### config.mk
export PLATFORM = sky130hd
export DESIGN_NAME = ama_riscv_spec_ctrl
export DESIGN_NICKNAME = d
export VERILOG_FILES = /design/src/rtl/ama_riscv_spec_ctrl.sv
export SDC_FILE = /design/constraint.sdc
export NUM_CORES = 1
export LEC_CHECK = 0
export ABC_AREA = 0
export CELL_PAD_IN_SITES_DETAIL_PLACEMENT = 2
export CELL_PAD_IN_SITES_GLOBAL_PLACEMENT = 2
export CORE_MARGIN = 5
export CORE_UTILIZATION = 30
export CTS_CLUSTER_DIAMETER = 50
export DETAILED_ROUTE_END_ITERATION = 6
export GPL_TIMING_DRIVEN = 0
export PLACE_DENSITY = 0.9
export SYNTH_ARGS = -nofsm -noshare
export SYNTH_HDL_FRONTEND = slang
export SYNTH_SLANG_ARGS = --single-unit
### constraint.sdc
create_clock -name clk -period 11.6 [get_ports clk]
set_input_delay 1.74 -clock clk [delete_from_list [all_inputs] [get_ports clk]]
set_output_delay 1.74 -clock clk [all_outputs]
set_load 0.1 [all_outputs]
### src/rtl/ama_riscv_spec_ctrl.sv
// ama_riscv_spec_ctrl: in-order branch speculation queue, resolve/flush logic and predictor strobes
module ama_riscv_spec_ctrl #(
    parameter int DEPTH = 2,
    parameter int PC_W  = 32,
    parameter int CNT_W = 32
) (
    input  logic                       clk,
    input  logic                       rst,
    input  logic                       dec_br_valid,
    input  logic [PC_W-1:0]            dec_pc,
    input  logic                       dec_pred,
    input  logic                       exe_br_valid,
    input  logic [PC_W-1:0]            exe_pc,
    input  logic                       exe_taken,
    input  logic [PC_W-1:0]            exe_tgt,
    output logic                       spec_enter,
    output logic                       spec_resolve,
    output logic                       br_res,
    output logic [PC_W-1:0]            pc_exe_out,
    output logic                       flush,
    output logic [PC_W-1:0]            redirect_pc,
    output logic                       dec_stall,
    output logic [$clog2(DEPTH+1)-1:0] occupancy,
    output logic [CNT_W-1:0]           cnt_branches,
    output logic [CNT_W-1:0]           cnt_mispred,
    output logic                       err_order
);
    localparam int OCC_W = $clog2(DEPTH+1);
    localparam int PTR_W = (DEPTH > 1) ? $clog2(DEPTH) : 1;

    typedef enum logic {RUN, RECOVER} state_t;

    state_t           state;
    logic [PC_W-1:0]  q_pc   [DEPTH];
    logic             q_pred [DEPTH];
    logic [PTR_W-1:0] head, tail;
    logic             empty;

    // Decode/execute handshakes and the misprediction redirect, all same-cycle
    always_comb begin
        empty        = occupancy == '0;
        spec_resolve = exe_br_valid & !empty;
        br_res       = exe_taken;
        pc_exe_out   = exe_pc;
        flush        = spec_resolve & (q_pred[head] != exe_taken);
        dec_stall    = (occupancy == OCC_W'(DEPTH)) | (state == RECOVER);
        spec_enter   = dec_br_valid & !dec_stall & (state == RUN) & !flush;
        redirect_pc  = !flush ? '0 : exe_taken ? exe_tgt : q_pc[head] + PC_W'(4);
    end

    // Queue storage; contents need no reset since occupancy gates every read
    always_ff @(posedge clk) begin
        if (spec_enter) begin
            q_pc[tail]   <= dec_pc;
            q_pred[tail] <= dec_pred;
        end
    end

    // Pointers, occupancy, recovery state, counters and the sticky error flag
    always_ff @(posedge clk) begin
        if (rst) begin
            head         <= '0;
            tail         <= '0;
            occupancy    <= '0;
            state        <= RUN;
            cnt_branches <= '0;
            cnt_mispred  <= '0;
            err_order    <= 1'b0;
        end else begin
            state <= flush ? RECOVER : RUN;
            if (flush) begin
                head      <= '0;
                tail      <= '0;
                occupancy <= '0;
            end else begin
                if (spec_resolve)
                    head <= (head == PTR_W'(DEPTH-1)) ? '0 : head + PTR_W'(1);
                if (spec_enter)
                    tail <= (tail == PTR_W'(DEPTH-1)) ? '0 : tail + PTR_W'(1);
                occupancy <= occupancy + OCC_W'(spec_enter) - OCC_W'(spec_resolve);
            end
            cnt_branches <= cnt_branches + CNT_W'(spec_resolve);
            cnt_mispred  <= cnt_mispred + CNT_W'(flush);
            err_order    <= err_order | (exe_br_valid & empty) |
                            (spec_resolve & (exe_pc != q_pc[head]));
        end
    end
endmodule

# [Word-level counts from Yosys, hierarchy flattened]
# Memories as Yosys holds them, arrays and structs flattened. A register that Yosys moved wholly into a read port is not among the register bits.
# Index checks and enable logic that the tools add are counted.
[word_totals] reg_bits=70 ram_bits=66 output_inout_bits=136 wordCells=46 n_memories=2
[classes] add_sub_neg=7 n_eq_ne=3 mux=11 bitwise_logic=11 reduce_logical=5
[memory_table] memory="q_pc" words=2 word_bits=32 read_ports=1 rd_clocked_by_memory_dff=1 wr=1 line_no="34" text="logic [PC_W-1:0] q_pc [DEPTH];"
[memory_table] memory="q_pred" words=2 word_bits=1 read_ports=1 rd_clocked_by_memory_dff=1 wr=1 line_no="35" text="logic q_pred [DEPTH];"
[ops] op="32-bit by 1-bit adder with 32-bit output" count=2
[ops] op="32-bit two-way mux" count=2
[ops] op="32-bit by 3-bit adder with 32-bit output, second input constant" count=1
[ops] op="32-bit inequality test" count=1
[ops] op="1-bit two-way mux" count=9
[ops] op="1-bit AND" count=7
[ops] op="1-bit logical NOT" count=3
[ops] op="1-bit OR" count=3
[ops] op="1-bit adder, second input constant" count=2
[ops] op="2-bit by 1-bit adder with 2-bit output" count=1
[ops] op="2-bit == test, second input constant" count=1
[ops] op="2-bit logical NOT" count=1
[ops] op="2-bit OR reduction" count=1
[ops] op="2-bit by 1-bit subtractor with 2-bit output" count=1
[ops] op="1-bit inequality test" count=1
[ops] op="1-bit inverter" count=1

# [Logic depth before layout (Yosys ltp)]
# Gate-level depths: netlist of run 1.
[depth] ltp_word=8 ltp_mapped=19 mapped_depth_nobuf=12

# [Worst setup path after synthesis of run 1]
# No wires, ideal clock.
[synth_timing] kind="input -> output" startpoint="input exe_br_valid" endpoint="output redirect_pc[24]" t_arrival_ns=6.135 slack_ns=3.725 path_stages=5 n_path_buf=2 path_cell_list="nor2b_1 > nand2_1 > buf_2 > buf_1 > a211oi_1"
[synth_via] elab_chain_len=3
[synth_rtl] element="start: declaration" line_no="12" text="input logic exe_br_valid,"
[synth_rtl] element="1-bit AND" line_no="42" text="spec_resolve = exe_br_valid & !empty;"
[synth_rtl] element="1-bit AND" line_no="45" text="flush = spec_resolve & (q_pred[head] != exe_taken);"
[synth_rtl] element="32-bit two-way mux" line_no="48" text="redirect_pc = !flush ? '0 : exe_taken ? exe_tgt : q_pc[head] + PC_W'(4);"
[synth_rtl] element="end: declaration" line_no="21" text="output logic [PC_W-1:0] redirect_pc,"
# Every way passes these cells.

==> results of run 1 <==
==> cell type report <==
class	instances	area, um^2	share of cell area [%]
diodes	1	2.50	0.0237
plain buffers	63	388	3.67
clock buffers	18	439	4.15
clock inverters	14	113	1.06
inverters	15	56.3	0.532
multi-input cells	527	3380	32.0
flip-flops and latches	137	3400	32.2
well taps	319	399	3.77
repair buffers	238	2390	22.6
==> worst max path at each step <==
stage	endpoint	slack [ns]	depth (start not counted)
floorplan	redirect_pc[24]	3.72	5
global placement	q_pc[0][0]$_DFFE_PP_	4.52	6
CTS	redirect_pc[24]	4.55	14
finish	redirect_pc[24]	4.57	14
global route	redirect_pc[24]	4.36	14
detailed placement	redirect_pc[28]	4.60	8
==> cells in the final DEF (no fill, tap or decap), types with 11 or more instances in the layout <==
master / synthesis / layout
clkdlybuf4s50_1: 0 / 235
nor2_1: 81 / 81
dfxtp_1: 71 / 71
edfxtp_1: 66 / 66
nand2_1: 55 / 55
xnor2_1: 53 / 53
xor2_1: 49 / 49
nand3_1: 48 / 48
mux2i_1: 37 / 37
buf_4: 36 / 36
nand4_1: 29 / 29
a21oi_1: 27 / 27
o21ai_0: 24 / 24
clkbuf_16: 0 / 17
clkbuf_1: 16 / 16
or3_1: 16 / 16
inv_1: 15 / 15
nand3b_1: 14 / 14
nor3_1: 14 / 13
nor4_1: 12 / 12
and3_1: 11 / 11
==> where the power goes <==
group          total [mW]  leakage, nW  switching [mW]  internal, mW
clock               0.516        0.277           0.231         0.285
combinational       0.749         2.22           0.518         0.231
sequential          0.615         1.19          0.0394         0.575
==> tightest hold or removal path, stage by stage (launching register included) <==
cell and delay, ns:
dfxtp_1 0.32, o21ai_0 0.07, a21oi_1 0.06
==> metrics by stage <==
step                      util, %  total power [mW]  cell area (um^2)  hold slack (ns)
after floorplan                 -              1.11              7220            0.520
after global placement       42.2              1.32              9980            0.477
after detailed placement     42.4              1.36             10000            0.489
after CTS                    44.8              1.89             10600            0.505
after global routing         44.8              1.95             10600            0.549
final                        44.8              1.88             10600            0.498
==> registers in the layout, indices dropped and copies added, names as in the netlist, 2 cells and up, named ones only <==
| name | flops |
|---|---|
| cnt_branches | 32 |
| q_pc | 64 |
| occupancy | 2 |
| cnt_mispred | 32 |
| q_pred | 2 |
==> cell families after synthesis <==
family / synth area share, %
simple gates: 22.2
flops: 47.1
xor+xnor: 12.4
buf+inv: 6.15
compound gates: 5.04
mux: 5.91
fa+ha+maj: 1.21
==> metal layers <==
layer	wire (um)	part of all wire [%]	vias up	track usage, %
met5	21	0.067	-	0
met4	1050	3.3	4	9.00
met3	2430	7.8	73	6.70
met2	15800	50	273	40.8
met1	12000	38	3370	25.0
li1	-	-	3111	-
==> results.py, run 1 <==
metrics = {
    "worst_setup_path": {
        "timing.rr.end": "cnt_mispred[28]$_SDFF_PP0_",
        "timing.critical_path.fanout_max": 10,
        "timing.critical_path.slowest_stage_cell": "clkdlybuf4s50_1",
        "number_of_buffer_and_inverter_stages_on_the_critical_path": 7,
        "most_repeated_library_cell_on_the_critical_path": "buf_4",
        "path_delay_family": "buffers and inverters",
        "required_ns": 9.86,
        "slowest_delay_ns": 1.19,
        "crit_path_start_kind": "flip-flop",
        "ff2ff_path_depth": 19,
        "criticalPathCategory": "reg -> out",
        "ff2ff_setup_slack_ns": 6.15,
        "timing.critical_path.cells": "buf_6 -> buf_4 -> buf_4 -> buf_4 -> buf_2 -> mux2_2 -> ha_1 -> and2_1 -> nand4b_2 -> or3b_1 -> buf_2 -> xnor2_1 -> a211oi_1 -> clkdlybuf4s50_1",
        "timing.critical_path.arrival_ns": 5.29,
        "critical_path.endpoint_type": "output pin",
    },
    "worst_hold_path": {
        "timing.hold.worst_endpoint": "cnt_branches[31]$_SDFF_PP0_",
        "worst_hold_stages": 2,
        "hold_path.class": "reg -> reg",
        "holdCritStartpoint": "cnt_branches[31]$_SDFF_PP0_",
    },
    "cts": {
        "post_cts_resize_count": 0,
        "root_buffer": "clkbuf_16",
        "numCtsBuffers": 17,
        "htree_levels": 4,
        "insertion_delay_ns": 0.43,
        "clock_sink_count": 137,
        "count_of_hold_fix_buffers_inserted_at_cts": 0,
        "clk_path_buf_depth": 2,
        "cts.reportedPaths.clkPinSlew_ns": 0.07,
        "cts_tree": "done",
        "post-cts-setup-buffers": 0,
    },
    "logic_synthesis": {
        "yosysUniqueCellTypes": 43,
        "ys_top_cells_by_count": "nor2_1, dfxtp_1, edfxtp_1, nand2_1, xnor2_1",
        "netlist.top_cell.by_area": "edfxtp_1",
        "synth_area_per_inst_um2": 9.74,
        "yosysSeqAreaShare_pct": 47.1,
        "synth.yosys.warnings": 0,
        "synth_enable_flop_cells": 66,
        "yosys.area.top_type_share_pct": 27.4,
        "postSynthNetCount": 851,
        "ys_seq_elements": 137,
        "ys_dominant_reg_cell": "dfxtp_1",
        "synth_area_mm2": 0.00722,
        "synth.most_common_cell": "nor2_1",
        "async_s_r_ff_share_synth_pct": 0,
        "synth.area.top_cells": "edfxtp_1, dfxtp_1, xnor2_1",
        "synthCells": 742,
    },
    "floorplanning": {
        "dieWidth_um": 165,
        "initial_utilization_pct": 30.6,
        "core_mm2": 0.0236,
        "pin_count": 238,
        "rows": 56,
        "die_area_mm2": 0.0273,
        "die_height_um": 165,
    },
    "detailed_routing": {
        "post_drt_wl_per_cell_um": 23.5,
        "wl_mm": 31.3,
        "detail-route-antenna-nets": 0,
        "drtPass1Iterations": 5,
        "route.detailed.drc": 0,
        "drt-initial-drc-count": 299,
        "post_drt_via_cell_ratio": 5.13,
        "via_count": 6831,
    },
    "global_route": {
        "number_of_antenna_violations_at_the_first_check_in_global_routing": 2,
        "overflow": 0,
        "first_global_vias": 7738,
        "grtUsageTotal_pct": 22.7,
        "maximum_number_of_pins_on_one_net_before_global_route_repair": 34,
        "wire_length_of_the_first_global_routing_pass_mm": 46.7,
    },
    "timing": {
        "relSlewSlack_pct": 25.4,
        "worst_slack_ns": 4.57,
        "grt_setup_unrepaired": "false",
        "max_freq_mhz": 142,
        "pin_slew_with_the_least_headroom_to_its_limit_ns": 1.12,
        "final_min_period_over_clock_period_pct": 60.6,
        "finClkSkew_ns": 0.0176,
        "period_minus_slack_ns": 7.03,
        "finalHoldViolations": 0,
        "finalSetupViolCount": 0,
        "drv_slew": 0,
        "setup_tns_ns": 0,
    },
    "placement": {
        "dp_hpwl_mm": 24.5,
        "dp_worst_setup_slack_ns": 4.60,
        "place_congestion": 0.841,
        "io_buffer_count": 235,
        "placedCellCount": 1299,
    },
    "cells_and_area": {
        "instances_no_fill": 1332,
        "drive_above_1_share_pct": 8.70,
        "area_growth_pct": 46.4,
        "fillCellCount": 2512,
        "final_nets": 1108,
    },
    "power_and_ir_drop": {
        "power.density_cell_area_mw_per_mm2": 178,
        "leakage_nw": 3.68,
        "vdd.ir_drop.worst_mv": 0.114,
    },
    "flow_run": {
        "max_cap_viol_count": 0,
    },
    "run_status": {
        "status": "complete, no violations",
    },
}
Note: power is estimated with default switching activity, not from simulation.
==> inputs of run 2 (changes only) <==
- CORE_UTILIZATION: 30 -> 28
- PLACE_DENSITY: 0.9 -> 0.85
- clock period: 11.6 -> 6.5 ns (I/O delays scaled with it)
==> results.py, run 2 (same netlist as run 1, synthesis figures left out) <==
metrics = {
    "cells_and_area": {
        "drive_above_1_share_pct": 8.60,
        "area_growth_pct": 47.8,
        "reg_top3": "q_pc x64, cnt_branches x32, cnt_mispred x32",
        "instances_no_fill": 1343,
        "largest_reg_flops": 64,
        "layout_commonest_cell": "clkdlybuf4s50_1",
        "fillCellCount": 2727,
        "layout_common_cells": "clkdlybuf4s50_1, nor2_1, dfxtp_1",
        "final_nets": 1108,
        "largest-register": "q_pc",
    },
    "cts": {
        "post_cts_resize_count": 0,
        "post-cts-setup-buffers": 0,
        "clock_sink_count": 137,
        "numCtsBuffers": 17,
        "insertion_delay_ns": 0.42,
        "count_of_hold_fix_buffers_inserted_at_cts": 0,
        "root_buffer": "clkbuf_16",
        "htree_levels": 4,
        "clk_path_buf_depth": 2,
        "cts_tree": "done",
        "cts.reportedPaths.clkPinSlew_ns": 0.06,
    },
    "floorplanning": {
        "die_area_mm2": 0.0291,
        "initial_utilization_pct": 28.5,
        "pin_count": 238,
        "die_height_um": 171,
        "rows": 58,
        "dieWidth_um": 171,
        "core_mm2": 0.0253,
    },
    "detailed_routing": {
        "route.detailed.drc": 0,
        "wl_mm": 29.4,
        "drtPass1Iterations": 5,
        "route.layer.met1.wl_mm": 12.1,
        "detail-route-antenna-nets": 0,
        "post_drt_wl_per_cell_um": 21.9,
        "met3WireLength_mm": 1.90,
        "drt-initial-drc-count": 382,
        "post_drt_via_cell_ratio": 4.97,
        "top_sig_layer": "met5",
        "detailroute.wirelength.met2_mm": 14.7,
        "via_count": 6681,
    },
    "power_and_ir_drop": {
        "fraction_of_power_consumed_by_combinational_cells_pct": 37.8,
        "switching_power_mw": 1.35,
        "vdd.ir_drop.worst_mv": 0.189,
        "internal-power_mw": 2.11,
        "leakage_nw": 3.72,
        "power_switching_share_pct": 39.1,
        "seq_power_share_pct": 31.5,
        "pwr-share-clk_pct": 30.7,
        "power.density_cell_area_mw_per_mm2": 324,
        "total_power_mw": 3.46,
    },
    "global_route": {
        "number_of_antenna_violations_at_the_first_check_in_global_routing": 6,
        "overflow": 0,
        "grtUsageTotal_pct": 19.7,
        "maximum_number_of_pins_on_one_net_before_global_route_repair": 34,
        "first_global_vias": 7389,
        "wire_length_of_the_first_global_routing_pass_mm": 44.1,
    },
    "placement": {
        "io_buffer_count": 235,
        "place_congestion": 0.830,
        "dp_hpwl_mm": 22.9,
        "placedCellCount": 1310,
        "dp_worst_setup_slack_ns": 0.827,
    },
    "worst_setup_path": {
        "criticalPathCategory": "reg -> out",
        "critical_path.endpoint_type": "output pin",
        "timing.critical_path.arrival_ns": 5.17,
        "required_ns": 5.52,
        "crit_path_start_kind": "flip-flop",
        "timing.critical_path.fanout_max": 10,
    },
    "timing": {
        "finalSetupViolCount": 0,
        "pin_slew_with_the_least_headroom_to_its_limit_ns": 1.31,
        "max_freq_mhz": 163,
        "grt_setup_unrepaired": "false",
        "drv_slew": 0,
        "relSlewSlack_pct": 12.5,
        "period_minus_slack_ns": 6.15,
        "finClkSkew_ns": 0.0107,
        "final_min_period_over_clock_period_pct": 94.6,
        "worst_slack_ns": 0.354,
        "setup_tns_ns": 0,
        "fin_worst_hold_slack_ns": 0.504,
        "finalHoldViolations": 0,
    },
    "flow_run": {
        "max_cap_viol_count": 0,
    },
    "run_status": {
        "status": "complete, no violations",
    },
    "worst_hold_path": {
        "hold_path.class": "reg -> reg",
    },
}
run 2: cell type report:
class	instances	area [um^2]	area share, %
sequential	137	3400	31.9
multi-input combinational	527	3390	31.7
timing repair buffer	238	2390	22.3
clock buffer	20	458	4.29
tap	330	413	3.87
buffer	63	388	3.63
clock inverter	12	185	1.73
inverter	15	56.3	0.527
antenna	1	2.50	0.0234
run 2: power groups by stage:
stage | Clock, mW | Sequential, mW | Combinational (mW)
2_1_floorplan | 0 | 1.15 | 0.829
3_3_place_gp | 0 | 1.10 | 1.25
3_5_place_dp | 0 | 1.10 | 1.30
4_1_cts | 1.08 | 1.09 | 1.31
5_1_grt | 1.13 | 1.10 | 1.38
6_report | 1.06 | 1.09 | 1.31
run 2: worst paths after layout:
| kind | slack (ns) | to | cells after the start | from |
|---|---|---|---|---|
| hold reg to reg | 0.50 | cnt_branches[31]$_SDFF_PP0_ | 2 | cnt_branches[31]$_SDFF_PP0_ |
| setup reg to reg | 1.15 | cnt_mispred[26]$_SDFF_PP0_ | 19 | flip-flop |
| hold / removal | 0.50 | cnt_branches[31]$_SDFF_PP0_ | 2 | cnt_branches[31]$_SDFF_PP0_ |
| setup / recovery | 0.35 | redirect_pc[24] | 14 | flip-flop |
run 2: worst max-delay path, cell delays in order (launching register included):
cell	delay, ns
dfxtp_1	0.36
buf_6	0.18
buf_4	0.19
buf_4	0.20
buf_4	0.24
buf_2	0.39
mux2_2	0.30
ha_1	0.19
and2_1	0.20
nand4b_2	0.23
or3b_1	0.48
buf_2	0.16
xnor2_1	0.14
a211oi_2	0.26
clkdlybuf4s50_1	1.19
run 2: metal layers:
layer	track usage, %	vias up
met5	0	-
met4	5.35	10
met3	5.50	43
met2	34.8	196
met1	23.6	3311
li1	-	3121
run 2: through the flow:
stage	cell area [um^2]	utilization (%)
2_1_floorplan	7230	-
3_3_place_gp	9990	39.5
3_5_place_dp	10000	39.6
4_1_cts	10700	42.2
5_1_grt	10700	42.2
6_report	10700	42.2
